## src/rtl/host_channel_arbiter.sv

```systemverilog
// -----------------------------------------------------------------------------
// host_channel_arbiter
//
// Shares the single host byte channel between NUM_CH command cores, all of
// which speak an 8-bit valid/ready byte stream.
//
//  Host -> core : length-framed packets. A header byte {ch[1:0], len[5:0]} is
//                 followed by len payload bytes, passed combinationally to the
//                 addressed core. Packets for a non-existent channel are
//                 drained and flagged.
//  Core -> host : round-robin arbitration between cores. A granted core's
//                 burst (up to BURST_MAX bytes) is buffered, then sent to the
//                 host prefixed by a header byte {ch[1:0], 3'b000, count[2:0]}.
//
// The two directions are independent and run concurrently.
//
// Ports
//  clock, reset          system clock, asynchronous active-high reset
//  host_rd_*             byte stream from the host (valid/ready)
//  host_wr_*             byte stream to the host (valid/ready)
//  ch_rd_data_o          payload lanes, lane n at [8n+7:8n], all carry host data
//  ch_rd_valid_o/ready_i per-core payload handshake
//  ch_wr_data_i          response lanes from the cores, lane n at [8n+7:8n]
//  ch_wr_valid_i/ready_o per-core response handshake
//  error_bad_channel_o   sticky flag: a header addressed a channel >= NUM_CH
// -----------------------------------------------------------------------------
module host_channel_arbiter #(
  parameter int NUM_CH    = 4,  // 2..4
  parameter int BURST_MAX = 4   // 1..7
) (
  input  logic                  clock,
  input  logic                  reset,
  input  logic [7:0]            host_rd_data_i,
  input  logic                  host_rd_valid_i,
  output logic                  host_rd_ready_o,
  output logic [7:0]            host_wr_data_o,
  output logic                  host_wr_valid_o,
  input  logic                  host_wr_ready_i,
  output logic [8*NUM_CH-1:0]   ch_rd_data_o,
  output logic [NUM_CH-1:0]     ch_rd_valid_o,
  input  logic [NUM_CH-1:0]     ch_rd_ready_i,
  input  logic [8*NUM_CH-1:0]   ch_wr_data_i,
  input  logic [NUM_CH-1:0]     ch_wr_valid_i,
  output logic [NUM_CH-1:0]     ch_wr_ready_o,
  output logic                  error_bad_channel_o
);

  typedef enum logic [1:0] {US_HEADER, US_PAYLOAD, US_DRAIN} us_state_t;
  typedef enum logic [1:0] {DS_IDLE, DS_COLLECT, DS_HEADER, DS_SEND} ds_state_t;

  localparam logic [2:0] NCH     = 3'(NUM_CH);
  localparam logic [2:0] BMAX    = 3'(BURST_MAX);
  localparam logic [1:0] RR_INIT = 2'(NUM_CH - 1);

  // ---------------------------------------------------------------------------
  // Upstream: host -> core packet router
  // ---------------------------------------------------------------------------
  us_state_t   us_state, us_next;
  logic [1:0]  us_ch;
  logic [5:0]  us_cnt;
  logic        bad_channel;

  logic        host_rd_fire;
  logic [1:0]  hdr_ch;
  logic [5:0]  hdr_len;
  logic        hdr_bad;

  assign host_rd_fire = host_rd_valid_i & host_rd_ready_o;
  assign hdr_ch       = host_rd_data_i[7:6];
  assign hdr_len      = host_rd_data_i[5:0];
  assign hdr_bad      = ({1'b0, hdr_ch} >= NCH);

  // Every lane sees the host byte; only the valid bit selects the consumer.
  assign ch_rd_data_o        = {NUM_CH{host_rd_data_i}};
  assign error_bad_channel_o = bad_channel;

  // NOTE: sequential state uses non-blocking assignments so every register
  // samples the pre-edge values, independent of block evaluation order.
  always_ff @(posedge clock or posedge reset) begin
    if (reset) us_state <= US_HEADER;
    else       us_state <= us_next;
  end

  // NOTE: every combinational output gets a default before the case, so no
  // path leaves it unassigned and no latch is inferred.
  always_comb begin
    us_next = us_state;
    case (us_state)
      US_HEADER: begin
        if (host_rd_fire && hdr_len != 6'd0) us_next = hdr_bad ? US_DRAIN : US_PAYLOAD;
      end
      US_PAYLOAD, US_DRAIN: begin
        if (host_rd_fire && us_cnt == 6'd1) us_next = US_HEADER;
      end
      default: us_next = US_HEADER;
    endcase
  end

  always_comb begin
    host_rd_ready_o = 1'b0;
    ch_rd_valid_o   = '0;
    case (us_state)
      // Held low while reset is asserted so all outputs read 0 in reset.
      US_HEADER, US_DRAIN: host_rd_ready_o = ~reset;
      US_PAYLOAD: begin
        host_rd_ready_o      = ch_rd_ready_i[us_ch];
        ch_rd_valid_o[us_ch] = host_rd_valid_i;
      end
      default: ;
    endcase
  end

  always_ff @(posedge clock or posedge reset) begin
    if (reset) begin
      us_ch       <= '0;
      us_cnt      <= '0;
      bad_channel <= 1'b0;
    end else if (host_rd_fire) begin
      if (us_state == US_HEADER) begin
        us_ch  <= hdr_ch;
        us_cnt <= hdr_len;
        if (hdr_bad) bad_channel <= 1'b1;
      end else begin
        us_cnt <= us_cnt - 6'd1;
      end
    end
  end

  // ---------------------------------------------------------------------------
  // Downstream: core -> host burst arbiter
  // ---------------------------------------------------------------------------
  ds_state_t   ds_state, ds_next;
  logic [1:0]  rr;
  logic [1:0]  grant;
  logic [2:0]  ds_cnt;
  logic [2:0]  ds_idx;
  logic [7:0]  burst_buf [8];  // indexed directly by the 3-bit count

  logic        any_valid;
  logic [1:0]  pick;
  logic [1:0]  lane;
  logic        found;
  logic        g_valid;
  logic [7:0]  g_data;
  logic        collect_fire;

  // Round-robin search: first requesting lane after the last grant.
  always_comb begin
    pick  = rr;
    lane  = '0;
    found = 1'b0;
    for (int i = 1; i <= NUM_CH; i++) begin
      lane = 2'((int'(rr) + i) % NUM_CH);
      if (!found && ch_wr_valid_i[lane]) begin
        found = 1'b1;
        pick  = lane;
      end
    end
  end

  assign any_valid    = |ch_wr_valid_i;
  assign g_valid      = ch_wr_valid_i[grant];
  assign g_data       = ch_wr_data_i[{grant, 3'b000} +: 8];
  assign collect_fire = (ds_state == DS_COLLECT) && g_valid && (ds_cnt < BMAX);

  always_ff @(posedge clock or posedge reset) begin
    if (reset) ds_state <= DS_IDLE;
    else       ds_state <= ds_next;
  end

  always_comb begin
    ds_next = ds_state;
    case (ds_state)
      DS_IDLE:    if (any_valid) ds_next = DS_COLLECT;
      // Burst ends when full, or when the core pauses after at least one byte.
      DS_COLLECT: if (ds_cnt == BMAX || (!g_valid && ds_cnt != 3'd0)) ds_next = DS_HEADER;
      DS_HEADER:  if (host_wr_ready_i) ds_next = DS_SEND;
      DS_SEND:    if (host_wr_ready_i && ds_idx == 3'(ds_cnt - 3'd1)) ds_next = DS_IDLE;
      default:    ds_next = DS_IDLE;
    endcase
  end

  always_comb begin
    host_wr_valid_o = 1'b0;
    host_wr_data_o  = '0;
    ch_wr_ready_o   = '0;
    case (ds_state)
      DS_COLLECT: ch_wr_ready_o[grant] = (ds_cnt < BMAX);
      DS_HEADER: begin
        host_wr_valid_o = 1'b1;
        host_wr_data_o  = {grant, 3'b000, ds_cnt};
      end
      DS_SEND: begin
        host_wr_valid_o = 1'b1;
        host_wr_data_o  = burst_buf[ds_idx];
      end
      default: ;
    endcase
  end

  always_ff @(posedge clock or posedge reset) begin
    if (reset) begin
      rr     <= RR_INIT;
      grant  <= '0;
      ds_cnt <= '0;
      ds_idx <= '0;
    end else begin
      case (ds_state)
        DS_IDLE: begin
          if (any_valid) begin
            grant  <= pick;
            rr     <= pick;
            ds_cnt <= '0;
          end
        end
        DS_COLLECT: if (collect_fire) ds_cnt <= ds_cnt + 3'd1;
        DS_HEADER:  if (host_wr_ready_i) ds_idx <= '0;
        DS_SEND:    if (host_wr_ready_i) ds_idx <= ds_idx + 3'd1;
        default: ;
      endcase
    end
  end

  // NOTE: the burst buffer has no reset; a byte is only read after it has been
  // written in the current burst, and leaving it out keeps it a plain RAM.
  always_ff @(posedge clock) begin
    if (collect_fire) burst_buf[ds_cnt] <= g_data;
  end

endmodule

```

## config.mk

```make
export PLATFORM = sky130hd
export DESIGN_NAME = host_channel_arbiter
export DESIGN_NICKNAME = d
export VERILOG_FILES = /design/src/rtl/host_channel_arbiter.sv
export SDC_FILE = /design/constraint.sdc
export NUM_CORES = 1
export LEC_CHECK = 0
export BUFFER_PORTS_ARGS = -buffer_cell sky130_fd_sc_hd__buf_2
export CORE_ASPECT_RATIO = 1.5
export CORE_UTILIZATION = 50
export DETAILED_ROUTE_END_ITERATION = 10
export PLACE_DENSITY = 0.75
export SLEW_MARGIN = 5
export SYNTH_ARGS = -nofsm -noshare
export SYNTH_HDL_FRONTEND = slang
export SYNTH_SLANG_ARGS = --single-unit
```

## constraint.sdc

```tcl
create_clock -name clock -period 2.6 [get_ports clock]
set_input_delay 0.13 -clock clock [delete_from_list [all_inputs] [get_ports clock]]
set_output_delay 0.13 -clock clock [all_outputs]
set_load 0.02 [all_outputs]
```

==> PnR_summary.wiki, run 1 <==
{| class="wikitable"
! Metric !! Value
|-
| CP Launch Type || register
|-
| Routability Congestion || 0.807
|-
| Worst-case clock buffer depth || 2
|-
| Xor/xnor share of the synthesized area || 0.899%
|-
| Half-perimeter wire length after detailed placement || 6310 um
|-
| Outcome || finished clean
|-
| CTS H-tree lvls || 3
|-
| Total of cells resized after clock tree synthesis || 0
|-
| Number of antenna violations at the first check in global routing || 0
|-
| Fraction of power consumed by sequential logic || 38.1%
|-
| Type of the setup path with the least slack || register to output pin
|-
| Headroom to the max-slew limit || 51.5%
|-
| Data arrival time of the critical path || 2.21 ns
|-
| Buffers plus inverters on the worst setup path || 2
|-
| Reg clk slew, reported paths || 0.06 ns
|-
| Cell at the slowest stage of the critical path || sky130_fd_sc_hd__mux4_1
|-
| Final hold vios || 0
|-
| Area fraction in and, or, nand and nor cells after synthesis || 8.06%
|-
| Switching share of power || 35.7%
|-
| Initial cell density of the core || 52.3%
|-
| Mapped cell area || 4460 sq um
|-
| DRC marker count from the first detailed-route iteration || 178
|-
| Drt via density || 5.46
|-
| Synth top area share || 43.1%
|-
| Total core area || 8520 sq um
|-
| Worst slack, placed || 0.441 ns
|-
| Total Routed Length || 8820 um
|-
| Design internal power || 3.85 mW
|-
| Async S/R FF share, synth || 24.7%
|-
| Clock network fraction of design power || 21.0%
|-
| Comb pwr share || 40.9%
|-
| CP endpoint kind || output pin
|-
| Total count of max-transition violations in the final report || 0
|-
| Buffer type at the clock tree root || sky130_fd_sc_hd__clkbuf_16
|-
| TritonCTS clock tree || done
|-
| Arithmetic-cell share of the synthesized area counting full adders, half adders and majority gates || 2.81%
|-
| Most frequent cells in the layout || 101 x sky130_fd_sc_hd__buf_2, 64 x sky130_fd_sc_hd__edfxtp_1, 33 x sky130_fd_sc_hd__conb_1
|-
| Die area || 9300 sq um
|-
| Row cnt || 41
|-
| Top delay family on crit path || multiplexers
|-
| CP Data Required Time || 2.47 ns
|-
| Synth Instances || 317
|-
| Cells along the critical path || buf_4 > mux4_1 > mux2_4 > a22o_1 > buf_2
|-
| Cell Count, Final, Fillers Out || 539
|-
| Width of the die || 79.1 um
|-
| Antenna-violating nets left || 0
|-
| TritonCTS sink count || 85
|-
| Largest fanout on the critical path || 20
|-
| Share of the yosys chip area belonging to registers || 55.0%
|-
| Commonest register cell after synthesis || sky130_fd_sc_hd__edfxtp_1
|-
| Tightest Hold Check Type || input pin to register
|-
| Final Total Pwr || 5.99 mW
|-
| Number of logic stages on the critical path including buffering || 5
|-
| Remaining routing DRC violations || 0
|-
| Portion of netlist area occupied by mux cells || 18.1%
|-
| Count of vias placed by the detailed router || 2941
|-
| Cell count after placement || 522
|-
| Die height || 118 um
|-
| Sum Neg Setup Slack || 0 ns
|-
| Final critical path time including I/O delays and setup || 2.34 ns
|-
| Slowest cell delay on critical path || 0.60 ns
|-
| Distinct cell type count after synthesis || 48
|-
| Setup slack of the critical path after layout || 0.265 ns
|-
| Leading cell type in the layout, fill and taps excluded || sky130_fd_sc_hd__buf_2
|-
| Area Overhead vs Synth || 18.3%
|-
| Leak Pwr || 2.25 nW
|-
| Global-route wire length before repair || 13600 um
|-
| Max_cap viols || 0
|-
| Top-level I/O count || 103
|-
| Final #Nets || 489
|-
| Combinational family with the most area after synthesis || multiplexers
|-
| Number of warning messages in the yosys log || 0
|-
| Detail-routed net length per standard cell || 16.4 um
|-
| Ratio of cells with drive above 1 in the final layout || 34.0%
|-
| Hold path depth || 3
|-
| Dominant cells by area after synthesis || sky130_fd_sc_hd__edfxtp_1 43%, sky130_fd_sc_hd__dfrtp_1 11%, sky130_fd_sc_hd__mux4_1 8.8%, sky130_fd_sc_hd__buf_4 5.7%, sky130_fd_sc_hd__mux4_2 5.6%
|-
| Switching power || 2.14 mW
|-
| Share of the clock period used by the worst path || 89.8%
|-
| Cells on worst reg2reg path || 6
|-
| Clock buffer count from CTS || 9
|-
| Worst-Skew Late Latency || 0.34 ns
|-
| Antenna diode count || 0
|-
| Via count of the first global-routing pass || 2746
|-
| Setup repair after global routing missed its margin || false
|-
| Largest net degree at the start of global routing || 22
|-
| Clk_skew || 0.00765 ns
|-
| Remaining Overflow, GRT || 0
|-
| Register bit total from synthesis || 85
|-
| Total routing usage reported by global routing || 20.1%
|-
| Cell type contributing the most total cell area after synthesis || sky130_fd_sc_hd__edfxtp_1
|-
| Setup Viol. Count Final || 0
|-
| Port Buf Inserts || 101
|-
| Average cell area after synthesis || 14.1 sq um
|-
| Worst hold margin || 0.0512 ns
|-
| Synthesized-area fraction occupied by ao, oa, aoi and oai cells || 6.60%
|-
| Number of iterations in the first detailed-routing pass || 4
|-
| Maximum operating frequency || 0.428 GHz
|-
| Power Dens Cells || 1140 nW/um^2
|-
| Maximum vdd drop || 761 uV
|-
| EDFF count, synth || 64
|-
| Worst-Margin Slew || 0.727 ns
|}
[worst register-to-register path: stages (launching register included)]
cell,delay [ns]
sky130_fd_sc_hd__dfrtp_1,0.41
sky130_fd_sc_hd__inv_1,0.11
sky130_fd_sc_hd__ha_1,0.25
sky130_fd_sc_hd__nor2b_1,0.43
sky130_fd_sc_hd__nand2_1,0.22
sky130_fd_sc_hd__nor4_1,0.24
sky130_fd_sc_hd__buf_4,0.25
[cell type report]
type | instances | area (sq um)
inverter | 13 | 48.8
fill | 688 | 3250
tap | 107 | 134
timing repair buffer | 113 | 598
clock inverter | 6 | 62.6
clock buffer | 10 | 229
multi-input combinational | 205 | 1750
sequential | 85 | 2450
[synthesized netlist by cell type, types with 2 or more instances]
library cell,instances
sky130_fd_sc_hd__a32o_1,2
sky130_fd_sc_hd__mux2_2,6
sky130_fd_sc_hd__nor3_1,8
sky130_fd_sc_hd__buf_4,34
sky130_fd_sc_hd__nor2b_1,7
sky130_fd_sc_hd__buf_1,2
sky130_fd_sc_hd__and3_1,3
sky130_fd_sc_hd__nand2b_1,3
sky130_fd_sc_hd__nor3b_1,2
sky130_fd_sc_hd__mux4_2,11
sky130_fd_sc_hd__buf_2,5
sky130_fd_sc_hd__a22o_1,6
sky130_fd_sc_hd__o22ai_1,2
sky130_fd_sc_hd__nand3_1,6
sky130_fd_sc_hd__dfrtp_1,19
sky130_fd_sc_hd__ha_1,10
sky130_fd_sc_hd__nor4_1,3
sky130_fd_sc_hd__inv_1,13
sky130_fd_sc_hd__nand4_1,2
sky130_fd_sc_hd__nand2_1,23
sky130_fd_sc_hd__nor2_1,10
sky130_fd_sc_hd__dfstp_2,2
sky130_fd_sc_hd__mux2i_1,8
sky130_fd_sc_hd__xor2_1,2
sky130_fd_sc_hd__a31oi_1,2
sky130_fd_sc_hd__clkbuf_1,3
sky130_fd_sc_hd__a21oi_1,9
sky130_fd_sc_hd__edfxtp_1,64
sky130_fd_sc_hd__mux4_1,15
sky130_fd_sc_hd__o21ai_0,17
[repair_timing]
action                    in CTS  in global routing
hold buffers                   1                  0
hold endpoints to repair      19                  0
buffers inserted               0                  0
[through the flow]
stage / cell area (sq um) / util [%]
global route: 5270 / 61.9
CTS: 5270 / 61.9
finish: 5270 / 61.9
detailed placement: 4970 / 58.3
floorplan: 4580 / -
global placement: 4970 / 58.3
[cells by family (layout without fill, tap and decap cells)]
| logic type | count (synthesis) | count (layout) |
|---|---|---|
| AOI/OAI and AO/OA | 46 | 46 |
| DFF | 85 | 85 |
| buffers and inverters | 59 | 142 |
| and+or+nand+nor | 72 | 72 |
| xor gates and xnor gates | 3 | 3 |
| adders and majority gates | 10 | 10 |
| other | 1 | 33 |
| muxes | 41 | 41 |
[worst paths after layout]
| kind | to | slack (ns) | startpoint |
|---|---|---|---|
| setup / recovery | host_wr_data_o[7] | 0.26 | ds_idx[0] |
| hold / removal | us_ch[0] | 0.05 | host_rd_data_i[6] |
| setup reg to reg | burst_buf[3][7] | 0.38 | ds_state[1] |
| hold reg to reg | rr[1] | 0.50 | rr[1] |
| max in group asynchronous | rr[1] | 1.90 | reset |
| min in group asynchronous | us_ch[1] | 0.42 | reset |
[registers in the layout, summed over array words and instances, names as in the netlist, 2 cells and up]
signal and count:
burst_buf 64, us_cnt 6, ds_cnt 3, ds_idx 3
ds_state 2, grant 2, rr 2, us_ch 2
[metal layers]
| metal | wire (um) | vias to the layer above | GRT usage, % |
|---|---|---|---|
| li1 | - | 1369 | - |
| met1 | 3310 | 1419 | 22.3 |
| met2 | 4810 | 140 | 35.9 |
| met3 | 501 | 13 | 4.81 |
| met4 | 195 | 0 | 8.18 |
| met5 | 0 | - | 0 |
[power groups by stage]
| stage | registers (mW) | logic, mW | clock network, mW |
|---|---|---|---|
| after floorplan | 2.17 | 1.95 | 0 |
| after global placement | 2.28 | 2.35 | 0 |
| after detailed placement | 2.31 | 2.44 | 0 |
| after CTS | 2.28 | 2.46 | 1.28 |
| after global routing | 2.32 | 2.68 | 1.34 |
| final | 2.28 | 2.45 | 1.26 |
Note: power is estimated with default switching activity, not from simulation.
==> run 2: changes to the inputs <==
Settings changed: REMOVE_ABC_BUFFERS set to 1.
==> PnR_summary.wiki, run 2 (same netlist as run 1, synthesis figures left out) <==
{| class="wikitable"
! Metric !! Value
|-
| Outcome || finished clean
|-
| Row cnt || 41
|-
| CP endpoint kind || output pin
|-
| Largest fanout on the critical path || 19
|-
| Final #Nets || 491
|-
| Cell Count, Final, Fillers Out || 538
|-
| Total count of max-transition violations in the final report || 0
|-
| Antenna-violating nets left || 0
|-
| Detail-routed net length per standard cell || 15.6 um
|-
| Worst-Skew Late Latency || 0.33 ns
|-
| Number of fill cells in the layout || 664
|-
| Design internal power || 3.84 mW
|-
| Global-route wire length before repair || 13400 um
|-
| Remaining Overflow, GRT || 0
|-
| Width of the die || 79.1 um
|-
| Final hold vios || 0
|-
| Area of the multi-input gates || 1750 sq um
|-
| Setup repair after global routing missed its margin || false
|-
| Worst Setup EP || host_wr_data_o[0]
|-
| Cell count after placement || 524
|-
| Total core area || 8520 sq um
|-
| Die area || 9300 sq um
|-
| Die height || 118 um
|-
| Comb pwr share || 41.0%
|-
| Total Routed Length || 8410 um
|-
| Worst-case clock buffer depth || 2
|-
| Power Dens Cells || 1120 nW/um^2
|-
| Share of the clock period used by the worst path || 88.6%
|-
| Antenna diode count || 0
|-
| Max_cap viols || 0
|-
| Number of antenna violations at the first check in global routing || 0
|-
| Endpoint of the worst-slack reg-to-reg timing path || burst_buf[3][1]
|-
| Data arrival time of the critical path || 2.17 ns
|-
| Drt via density || 5.39
|-
| Regs by FF count || burst_buf (64), us_cnt (6)
|-
| Largest net degree at the start of global routing || 22
|-
| DRC marker count from the first detailed-route iteration || 95
|-
| Register-to-Register Setup Slack || 0.62 ns
|-
| Type of the setup path with the least slack || register to output pin
|-
| Start point of the worst min-delay path || host_rd_data_i[6]
|-
| Headroom to the max-slew limit || 51.5%
|-
| Sum Neg Setup Slack || 0 ns
|-
| Clock network fraction of design power || 20.2%
|-
| CP Launch Type || register
|-
| Half-perimeter wire length after detailed placement || 6020 um
|-
| Most frequent cells in the layout || 101 x sky130_fd_sc_hd__buf_2, 64 x sky130_fd_sc_hd__edfxtp_1, 33 x sky130_fd_sc_hd__conb_1
|-
| Via count of the first global-routing pass || 2863
|-
| Buffer type at the clock tree root || sky130_fd_sc_hd__clkbuf_16
|-
| TritonCTS sink count || 85
|-
| Area occupied by registers || 2450 sq um
|-
| Max reg flops || 64
|-
| Final critical path time including I/O delays and setup || 2.30 ns
|-
| Maximum vdd drop || 702 uV
|-
| Biggest register || burst_buf
|-
| Leading cell type in the layout, fill and taps excluded || sky130_fd_sc_hd__buf_2
|-
| Remaining routing DRC violations || 0
|-
| Total routing usage reported by global routing || 19.6%
|-
| Area Overhead vs Synth || 18.1%
|-
| Switching share of power || 34.6%
|-
| Clk_skew || 0.00537 ns
|-
| Reg clk slew, reported paths || 0.06 ns
|-
| Count of vias placed by the detailed router || 2898
|-
| Tightest Hold Check Type || input pin to register
|-
| CTS H-tree lvls || 3
|-
| Top-level I/O count || 103
|-
| Total of cells resized after clock tree synthesis || 0
|-
| Port Buf Inserts || 101
|-
| Switching power || 2.03 mW
|-
| Worst hold margin || 0.0679 ns
|-
| FF-to-FF Start || ds_state[1]
|-
| Leak Pwr || 2.26 nW
|-
| Initial cell density of the core || 52.3%
|-
| Ratio of cells with drive above 1 in the final layout || 34.3%
|-
| Start point of the critical path || ds_idx[1]
|-
| Worst-Margin Slew || 0.727 ns
|-
| Clock buffer count from CTS || 9
|-
| Maximum operating frequency || 0.434 GHz
|-
| Setup Viol. Count Final || 0
|-
| CP Data Required Time || 2.47 ns
|-
| Fraction of power consumed by sequential logic || 38.8%
|-
| Number of iterations in the first detailed-routing pass || 4
|-
| Routability Congestion || 0.826
|-
| Cells on worst reg2reg path || 7
|-
| TritonCTS clock tree || done
|}
==> run 2: area by class of cell <==
cell class	instances	area share [%]
sequential	85	46.6
timing repair buffer	115	11.7
clock inverter	3	0.761
inverter	13	0.927
clock buffer	10	4.35
multi-input combinational	205	33.2
tap	107	2.54
==> run 2: timing repair <==
item,CTS,global route
hold buffers,1,0
hold endpoints to repair,19,0
setup buffers,0,0
==> run 2: worst min-delay path by stage <==
stage                   to  slack (ns)  cells past startpoint
6_report          us_ch[0]        0.07                      3
5_1_grt           us_ch[0]        0.09                      3
4_1_cts           us_ch[0]        0.07                      3
3_5_place_dp   us_state[0]        0.23                      3
3_3_place_gp     us_cnt[2]        0.23                      3
2_1_floorplan    ds_cnt[0]        0.11                      1
==> run 2: power groups by stage <==
stage / logic, mW / registers [mW] / clock network [mW]
3_3_place_gp: 2.33 / 2.28 / 0
3_5_place_dp: 2.41 / 2.31 / 0
2_1_floorplan: 1.59 / 2.34 / 0
4_1_cts: 2.44 / 2.28 / 1.20
6_report: 2.41 / 2.28 / 1.19
5_1_grt: 2.65 / 2.32 / 1.25
==> run 2: critical path, stage by stage (launching register included) <==
cell and delay, ns:
sky130_fd_sc_hd__dfrtp_1 0.81, sky130_fd_sc_hd__mux4_1 0.40, sky130_fd_sc_hd__mux2_2 0.27, sky130_fd_sc_hd__a22o_1 0.19, sky130_fd_sc_hd__buf_2 0.16
==> run 2: layer usage <==
layer  GRT usage (%)  wire length [um]
met3            4.73               475
met5               0                 0
met1            20.0              3070
met4            7.84               181
met2            36.8              4680
==> run 2: through the flow <==
step           util [%]  area (sq um)  worst slack, ns  power, mW
6_report           61.8          5260            0.298       5.87
5_1_grt            61.8          5260            0.183       6.23
4_1_cts            61.8          5260            0.250       5.92
3_5_place_dp       58.5          4980            0.622       4.72
3_3_place_gp       58.5          4980            0.669       4.62
2_1_floorplan         -          4250            0.175       3.93
